## src/rtl/sipo_frame_ctrl_if.sv

```systemverilog
// Serial-in / parallel-out frame handshake bundle.
// The slave side is the deserializer and the master side is the serial source plus the word consumer.
interface sipo_frame_ctrl_if #(parameter int WIDTH = 4);
   logic                     sdi;
   logic                     ready;
   logic                     shift_en;
   logic [$clog2(WIDTH)-1:0] bit_cnt;
   logic [WIDTH-1:0]         data;
   logic                     valid;
   logic                     busy;
   logic                     frame_err;
   logic                     overrun;

   modport slave (
      input  sdi, ready,
      output shift_en, bit_cnt, data, valid, busy, frame_err, overrun
   );

   modport master (
      output sdi, ready,
      input  shift_en, bit_cnt, data, valid, busy, frame_err, overrun
   );
endinterface

```

## src/rtl/sipo_frame_ctrl.sv

```systemverilog
// Serial frame deserializer: start bit '1', WIDTH data bits MSB first, stop bit '0'.
// Good words go to a one-deep valid/ready output. An error flags the frame; a word that arrives while the output is full sets the overrun flag.
//   state  | meaning
//   S_IDLE | waiting for a start bit (sdi=1)
//   S_DATA | sampling data bits; bit_cnt is the index of the next bit
//   S_STOP | sampling the stop bit; the word is delivered or discarded here
module sipo_frame_ctrl #(
   parameter int WIDTH = 4
) (
   input logic              clk,
   input logic              reset,
   sipo_frame_ctrl_if.slave bus
);
   localparam int            CW       = $clog2(WIDTH);
   localparam logic [CW-1:0] LAST_BIT = CW'(WIDTH - 1);

   typedef enum logic [1:0] {S_IDLE, S_DATA, S_STOP} state_t;

   state_t           r_state;
   logic [WIDTH-1:0] r_sr;
   logic [WIDTH-1:0] r_data;
   logic [CW-1:0]    r_bit_cnt;
   logic             r_valid;
   logic             r_frame_err;
   logic             r_overrun;

   always_ff @(posedge clk) begin
      if (reset) begin
         r_state     <= S_IDLE;
         r_sr        <= '0;
         r_data      <= '0;
         r_bit_cnt   <= '0;
         r_valid     <= 1'b0;
         r_frame_err <= 1'b0;
         r_overrun   <= 1'b0;
      end else begin
         r_frame_err <= 1'b0;
         if (r_valid && bus.ready)
            r_valid <= 1'b0;
         case (r_state)
            S_IDLE: begin
               if (bus.sdi) begin
                  r_state   <= S_DATA;
                  r_bit_cnt <= '0;
               end
            end
            S_DATA: begin
               r_sr <= {r_sr[WIDTH-2:0], bus.sdi};
               if (r_bit_cnt == LAST_BIT) begin
                  r_state   <= S_STOP;
                  r_bit_cnt <= '0;
               end else begin
                  r_bit_cnt <= r_bit_cnt + CW'(1);
               end
            end
            S_STOP: begin
               r_state <= S_IDLE;
               // A load here overrides the consume-clear above, so the output register is refilled in the same cycle it is read.
               if (bus.sdi) begin
                  r_frame_err <= 1'b1;
               end else if (!r_valid || bus.ready) begin
                  r_data  <= r_sr;
                  r_valid <= 1'b1;
               end else begin
                  r_overrun <= 1'b1;
               end
            end
            default: r_state <= S_IDLE;
         endcase
      end
   end

   assign bus.shift_en  = (r_state == S_DATA);
   assign bus.busy      = (r_state != S_IDLE);
   assign bus.bit_cnt   = r_bit_cnt;
   assign bus.data      = r_data;
   assign bus.valid     = r_valid;
   assign bus.frame_err = r_frame_err;
   assign bus.overrun   = r_overrun;
endmodule

```

## src/flat_wrapper.sv

```systemverilog
// flat-port wrapper written by rule: the top's interface ports become plain ports
module sipo_frame_ctrl_flat 
#(
   parameter int WIDTH = 4
)
  (clk, reset, bus_sdi, bus_ready, bus_shift_en, bus_bit_cnt, bus_data, bus_valid, bus_busy, bus_frame_err, bus_overrun);
  sipo_frame_ctrl_if #(.WIDTH(WIDTH)) bus_i ();
  input logic clk;
  input logic reset;
  input wire logic [$bits(bus_i.sdi)-1:0] bus_sdi;
  input wire logic [$bits(bus_i.ready)-1:0] bus_ready;
  output wire logic [$bits(bus_i.shift_en)-1:0] bus_shift_en;
  output wire logic [$bits(bus_i.bit_cnt)-1:0] bus_bit_cnt;
  output wire logic [$bits(bus_i.data)-1:0] bus_data;
  output wire logic [$bits(bus_i.valid)-1:0] bus_valid;
  output wire logic [$bits(bus_i.busy)-1:0] bus_busy;
  output wire logic [$bits(bus_i.frame_err)-1:0] bus_frame_err;
  output wire logic [$bits(bus_i.overrun)-1:0] bus_overrun;
  assign bus_i.sdi = bus_sdi;
  assign bus_i.ready = bus_ready;
  assign bus_shift_en = bus_i.shift_en;
  assign bus_bit_cnt = bus_i.bit_cnt;
  assign bus_data = bus_i.data;
  assign bus_valid = bus_i.valid;
  assign bus_busy = bus_i.busy;
  assign bus_frame_err = bus_i.frame_err;
  assign bus_overrun = bus_i.overrun;
  sipo_frame_ctrl #(.WIDTH(WIDTH)) u_core (.clk(clk), .reset(reset), .bus(bus_i));
endmodule
```

## config.mk

```make
export PLATFORM = sky130hd
export DESIGN_NAME = sipo_frame_ctrl_flat
export DESIGN_NICKNAME = d
export VERILOG_FILES = /design/src/rtl/sipo_frame_ctrl_if.sv /design/src/rtl/sipo_frame_ctrl.sv /design/src/flat_wrapper.sv
export SDC_FILE = /design/constraint.sdc
export NUM_CORES = 1
export LEC_CHECK = 0
export BUFFER_PORTS_ARGS = -buffer_cell sky130_fd_sc_hd__clkbuf_2
export CAP_MARGIN = 30
export CORE_AREA = 2 2 39 41
export CTS_CLUSTER_DIAMETER = 40
export DETAILED_ROUTE_END_ITERATION = 7
export DIE_AREA = 0 0 41 43
export GPL_TIMING_DRIVEN = 1
export PLACE_DENSITY_LB_ADDON = 0.25
export SETUP_SLACK_MARGIN = 0.2
export SLEW_MARGIN = 10
export SYNTH_ARGS = -nofsm -noshare
export SYNTH_HDL_FRONTEND = slang
export SYNTH_SLANG_ARGS = --single-unit
```

## constraint.sdc

```tcl
create_clock -name clk -period 1.6 [get_ports clk]
set_clock_uncertainty 0.2 [all_clocks]
set_input_delay 0.08 -clock clk [delete_from_list [all_inputs] [get_ports clk]]
set_output_delay 0.08 -clock clk [all_outputs]
set_load 0.01 [all_outputs]
```

==> impl_results.md, run 1 <==
* Top cell type's share of synthesized area at a little over half
* P per Cell Area at ~900 nW/um^2
* Vias in the first global route at 412
* Setup Viol. Count Final at 0
* WL per Instance at ~12 um
* Mux contribution to synthesized area at 0%
* RSZ-0062 raised after global routing: no
* Area Growth Syn to Fin at 31.0%
* Reg2reg start: u_core.r_state[1]
* Nets at 91
* Maximum clock insertion buffer count at 2
* WP data arrival at about 1.3 ns
* Syn nets at 66
* Failing checks: hold timing
* RR Endpoint: u_core.bus.data[3]
* Post-synth ARST share at 0%
* First-pass GRT wire length at ~1.8 mm
* Root Driver: clkbuf_4
* Tightest Pin Transition at ~0.35 ns
* Synth Register Bits at 15
* Die area at roughly 1800 sq um
* Io pins at 15
* Crit. End Element: flop
* # diodes at 0
* Placement Rows at 14
* Commonest non-fill, non-tap cells in the layout: 14 x clkbuf_2, 13 x dfxtp_1, 9 x a21oi_1
* DR vias at 520
* Worst hold slack at -0.0225 ns
* Pin count of the biggest net entering global routing at 16
* Clock Latency Late Sink at about 0.28 ns
* Synth area leaders: dfxtp_1 54%, a21oi_1 8.0%, nand2_1 5.4%, nand4_1 4.5%, o21ai_1 3.6%
* Synth Cell Area at around 560 sq um
* Compound-Gate Fraction of Synth Area at around 18%
* DRT antenna net count at 0
* Tot GR Track Use at about 15%
* Main combinational cell family by area after synthesis: simple AND/OR/NAND/NOR gates
* Final setup TNS at 0 ns
* Die Width at approximately 41 um
* Crit path kind: flop to flop
* Crit path from: u_core.r_state[1]
* Layout cell share with drive strength beyond 1 at 31.8%
* DRT Pass-1 Iters at 4
* Status: finished, violations left
* Final WL at between 1 and 1.5 mm
* Hold crit path type: input pin to flop
* R2R Setup Slk at 0.26 ns
* Commonest non-fill, non-tap cell in the layout: clkbuf_2
* Worst path required time at 1.56 ns
* Startpoint types: flop
* Synth Area in Simple Gates at between 20% and 30%
* Post-Syn Instances at 61
* Cell variety after synth at 20
* I/O Buffers at 14
* Critical path endpoint: u_core.bus.data[3]
* Gp weighted congestion at a little over 0.7
* # Max-Cap Violations at 0
* Core ar. at between 1000 and 1500 sq um
* Initial Util at between 40% and 50%
* Die H at 43 um
* Sequential share of the synthesized area at 53.6%
* CTS Buf Count at 3
* DRC at 0
* Clk slew on worst S/H paths at roughly 0.08 ns
* Adder-cell share of the synthesized area at under 10%
* Setup WS pre-CTS at around 0.15 ns
* Final hold violation count at 1
* Gr ovfl total at 0
* CTS sink count at 15
* Slew margin rel. at 76.3%
* Initial detailed-routing violation count at 5
* Initial antenna violation count at 0
* Tmin final at 1.34 ns
* Lkg Pwr at 0.305 nW
* DP Wirelength at between 700 and 800 um
* Yosys warning count at 0
* Hold Path Depth at 3
* Post-synth top area cell: dfxtp_1
* Average size of a mapped cell at roughly 9 sq um
* Highest clock rate at 0.749 GHz
* Fin crit share at 83.4%
* Setup WS post-layout at 0.265 ns
* Htree depth at 1
* Max VDD drop at around 0.44 mV
* Number of synthesized flops with an enable pin at 0
* Post-Synth XOR/XNOR Area at 0%
* Via density at around 5.1
* CTS tree: yes
* Pins Over Slew Limit at 0
* Primary FF master, synth: dfxtp_1
* R2R cell count at 3
* Max FO, Critical Path at 8
## layer usage
metal	wire length, um	track usage (%)	vias up
li1	-	-	264
met1	549	20.1	240
met2	568	22.2	14
met3	55	3.14	2
met4	18	10.0	0
met5	0	0	-
## synthesized netlist by cell type (2+ instances only)
cell type	instances
dfxtp_1	15
nand2b_1	2
nor2_1	5
a21oi_1	9
nand4_1	4
nand2_1	8
o21ai_1	4
a22oi_1	2
## sequential cells by signal, summed over array words and instances (netlist names)
name and count:
u_core.bus.data 4, u_core.bus.valid 1, u_core.r_sr 4, u_core.bus.frame_err 1
u_core.bus.overrun 1, u_core.bus.bit_cnt 2, u_core.r_state 2
## critical path: stages (launching register included)
cell	delay (ns)
dfxtp_4	0.38
or3b_4	0.41
o21ai_1	0.14
a21oi_1	0.08
## stage by stage
step           utilization [%]  power, mW  instance area [sq um]  instances
4_1_cts                   49.9      0.658                    691         96
5_1_grt                   53.1      0.693                    734        101
2_1_floorplan                -      0.421                    561         61
6_report                  53.1      0.658                    734        101
3_5_place_dp              46.5      0.442                    643         90
3_3_place_gp              46.5      0.441                    643         90
## worst min-delay path by stage
stage	end	from	slack, ns
4_1_cts	u_core.r_sr[0]	bus_sdi	-0.13
3_3_place_gp	u_core.r_sr[0]	bus_sdi	0.17
2_1_floorplan	u_core.bus.data[3]	reset	-0.05
5_1_grt	u_core.bus.valid	bus_sdi	-0.004
6_report	u_core.bus.valid	bus_sdi	-0.02
3_5_place_dp	u_core.r_sr[0]	bus_sdi	0.18
## where the power goes
group	leakage, nW	internal [mW]	switching, mW
combinational	0.167	0.0290	0.0312
sequential	0.123	0.379	0.00720
clock	0.0150	0.0968	0.115
## kinds of logic (layout without fill, tap and decap cells)
kind of cell             count (synthesis)  after routing
AND/OR/NAND/NOR                         24             24
buffers and inverters                    3             27
AO/OA/AOI/OAI                           18             18
adder cells (fa/ha/maj)                  1              1
flip-flops                              15             15
## cell type report
class	count	area (sq um)
well taps	16	20.0
clock buffers	4	26.3
repair buffers	22	138
inverters	1	3.75
multi-input cells	43	241
flip-flops and latches	15	305
fillers	146	649
## timing repair
item	CTS	global route
endpoints found under the setup margin	5	5
buffers inserted	0	4
hold buffers	2	1
hold endpoints to repair	14	2
gates resized for setup	2	2
Power figures use the tool's default switching activity.
==> run 2: changes to the inputs <==
--- a/config.mk
+++ b/config.mk
@@ -5,12 +5,12 @@
 export SDC_FILE = /design/constraint.sdc
 export NUM_CORES = 1
 export LEC_CHECK = 0
+export ABC_AREA = 1
 export BUFFER_PORTS_ARGS = -buffer_cell sky130_fd_sc_hd__clkbuf_2
 export CAP_MARGIN = 30
-export CORE_AREA = 2 2 39 41
+export CORE_UTILIZATION = 44
 export CTS_CLUSTER_DIAMETER = 40
 export DETAILED_ROUTE_END_ITERATION = 7
-export DIE_AREA = 0 0 41 43
 export GPL_TIMING_DRIVEN = 1
 export PLACE_DENSITY_LB_ADDON = 0.25
 export SETUP_SLACK_MARGIN = 0.2
==> constraint.sdc (replaced) <==
create_clock -name clk -period 1.1 [get_ports clk]
set_clock_uncertainty 0.2 [all_clocks]
set_input_delay 0.055 -clock clk [delete_from_list [all_inputs] [get_ports clk]]
set_output_delay 0.055 -clock clk [all_outputs]
set_load 0.01 [all_outputs]
==> run 2 against run 1 <==
Effect of this change:
- the run ends with hold timing, setup timing left
- total power up 58%
- synthesized cell count grew 34%
- cell area rose by 32%
- global-route usage increased by 3.1 points
- critical endpoint is now bus_shift_en
- largest cell class unchanged
==> impl_results.md, run 2 <==
* Final Instance Area at 971 sq um (was 734 sq um)
* Most instantiated cells after synthesis: 18 x nand2_1, 15 x dfxtp_1, 15 x inv_1 (was 15 x dfxtp_1, 9 x a21oi_1, 8 x nand2_1)
* Placed cell areas at 753 sq um (was 643 sq um)
* Die Width at 39.7 um (was 41 um)
* # diodes at 0 (unchanged)
* Yosys warning count at 0 (unchanged)
* DRC at 0 (unchanged)
* Highest clock rate at approximately 0.84 GHz
* Setup WS pre-CTS at -0.0134 ns (was 0.151 ns)
* Slew margin rel. at 77.8% (was 76.3%)
* Fin crit share at 109%
* Die area at 1580 sq um (was 1760 sq um)
* Max FO, Critical Path at 3 (was 8)
* RSZ-0062 raised after global routing: yes (was no)
* Gp weighted congestion at 0.762 (was 0.712)
* Number of synthesized flops with an enable pin at 0 (unchanged)
* Worst path required time at 0.84 ns (was 1.56 ns)
* Crit path kind: flop to output pin (was flop to flop)
* Nets at 113 (was 91)
* Final hold violation count at 14 (was 1)
* Setup WS post-layout at -0.0943 ns (was 0.265 ns)
* I/O Buffers at 14 (unchanged)
* Tmin final at around 1.2 ns
* Synth area leaders: dfxtp_1 48%, nand2_1 11%, inv_1 9.0%, a21oi_1 5.6%, nor2_1 5.4% (was dfxtp_1 54%, a21oi_1 8.0%, nand2_1 5.4%, nand4_1 4.5%, o21ai_1 3.6%)
* WL per Instance at 10.6 um (was 11.8 um)
* DP Wirelength at 848 um (was 794 um)
* Die H at 39.7 um (was 43 um)
* First-pass GRT wire length at 1.91 mm (was 1.83 mm)
* Gr ovfl total at 0 (unchanged)
* Root Driver: clkbuf_4 (unchanged)
* Average size of a mapped cell at 7.64 sq um (was 9.19 sq um)
* Startpoint types: flop (unchanged)
* Lkg Pwr at 0.422 nW (was 0.305 nW)
* Post-Syn Instances at 82 (was 61)
* Io pins at 15 (unchanged)
* Setup Viol. Count Final at 10 (was 0)
* CTS tree: yes (unchanged)
* Clock Latency Late Sink at 0.29 ns (was 0.28 ns)
* Final setup TNS at -0.391 ns (was 0 ns)
* Power, Total at 1.04 mW (was 0.658 mW)
* Post-synth top area cell: dfxtp_1 (unchanged)
* CTS sink count at 15 (unchanged)
* Initial antenna violation count at 0 (unchanged)
* Worst hold slack at -0.145 ns (was -0.0225 ns)
* # Max-Cap Violations at 0 (unchanged)
* Layout cell share with drive strength beyond 1 at 55.1% (was 31.8%)
* Initial detailed-routing violation count at 8 (was 5)
* Pins Over Slew Limit at 0 (unchanged)
* DR vias at 590 (was 520)
* Placement Rows at 13 (was 14)
* DRT Pass-1 Iters at 4 (unchanged)
* Sequential share of the synthesized area at 47.9% (was 53.6%)
* Via density at 4.84 (was 5.15)
* Max VDD drop at 0.806 mV (was 0.442 mV)
* Crit. End Element: output pin (was flop)
* WP data arrival at 0.94 ns (was 1.30 ns)
* Htree depth at 1 (unchanged)
* Maximum clock insertion buffer count at 2 (unchanged)
* Most common cell in the netlist: nand2_1 (was dfxtp_1)
* Cell variety after synth at 15 (was 20)
* Vias in the first global route at 458 (was 412)
* Fillers at 98 (was 146)
* Syn nets at 87 (was 66)
* Synth Register Bits at 15 (unchanged)
* Pin count of the biggest net entering global routing at 10 (was 16)
* Clk slew on worst S/H paths at 0.10 ns (was 0.08 ns)
* Status: finished, violations left (unchanged)
* Core ar. at 1320 sq um (was 1380 sq um)
* P per Cell Area at 1070 nW/um^2 (was 896 nW/um^2)
* Initial Util at 47.6% (was 40.5%)
* Failing checks: hold timing, setup timing (was hold timing)
* Tot GR Track Use at 18.5% (was 15.5%)
* Hold crit path type: input pin to flop (unchanged)
* Synth Cell Area at 627 sq um (was 561 sq um)
* Commonest non-fill, non-tap cells in the layout: 13 x nand2_1, 13 x buf_6, 12 x inv_1 (was 14 x clkbuf_2, 13 x dfxtp_1, 9 x a21oi_1)
* Top cell type's share of synthesized area at 47.9% (was 53.6%)
* Post-synth ARST share at 0% (unchanged)
* Tightest Pin Transition at 0.333 ns (was 0.354 ns)
* CTS Buf Count at 3 (unchanged)
* Final WL at 1.30 mm (was 1.19 mm)
* Primary FF master, synth: dfxtp_1 (unchanged)
* DRT antenna net count at 0 (unchanged)
* Area Growth Syn to Fin at 54.9% (was 31.0%)
## run 2: cell count changes in the layout (fill, tap and decap cells not counted), moves of 4 or more
| cell | delta |
|---|---|
| nand2_1 | +5 |
| nand2_2 | +5 |
| o21ai_1 | -4 |
| dfxtp_2 | +7 |
| clkbuf_2 | -11 |
| dfxtp_1 | -9 |
| o21ai_2 | +4 |
| buf_6 | +13 |
| inv_1 | +12 |
## run 2: through the flow
step | instances | util (%) | hold slack (ns)
after floorplan | 82 | - | -0.0856
after global placement | 113 | 57.2 | 0.148
after detailed placement | 113 | 57.2 | 0.153
after CTS | 120 | 63.4 | -0.155
after global routing | 122 | 73.7 | -0.123
final | 122 | 73.7 | -0.145
## run 2: path summary, 6_finish.rpt
check	start	endpoint	slack (ns)	cells past startpoint
worst max-delay path	u_core.r_state[1]	bus_shift_en	-0.09	4
worst min-delay path	reset	u_core.bus.bit_cnt[0]	-0.15	3
worst max register to register	u_core.r_state[0]	u_core.bus.overrun	-0.05	5
worst min register to register	u_core.r_sr[3]	u_core.r_sr[3]	0.28	2
## run 2: cells by family after synthesis
logic type      share of synthesized area (%)
buf+inv                                  12.4
fa+ha+maj                                2.00
simple gates                             28.1
flops                                    47.9
compound gates                           9.58
## run 2: where the power goes
group          switching, mW  internal (mW)
Clock                  0.197          0.135
Sequential            0.0209          0.557
Combinational         0.0699         0.0602
## run 2: final cells by class
type                    count  area, sq um  share of cell area [%]
flip-flops and latches     15          322                    33.1
multi-input cells          49          320                    33.0
repair buffers             22          211                    21.8
inverters                  17         71.3                    7.35
clock buffers               3         22.5                    2.32
well taps                  15         18.8                    1.93
clock inverters             1         5.00                   0.515
## run 2: critical path, cell delays in order (launching register included)
cell     delay (ns)
dfxtp_4        0.37
inv_6          0.07
nand2_8        0.05
inv_4          0.06
buf_6          0.09
## run 2: timing repair
action,in CTS,in global routing
pin swaps,4,10
setup endpoints to repair,26,26
setup buffers,3,2
cloned,0,0
hold endpoints to repair,15,7
resized for setup,12,41
## run 2: routing by layer
metal	wire, um	vias to the layer above	track usage (%)
met5	0	-	0
met4	29	0	12.9
met3	37	5	3.41
met2	625	12	28.3
met1	604	267	23.0
li1	-	306	-
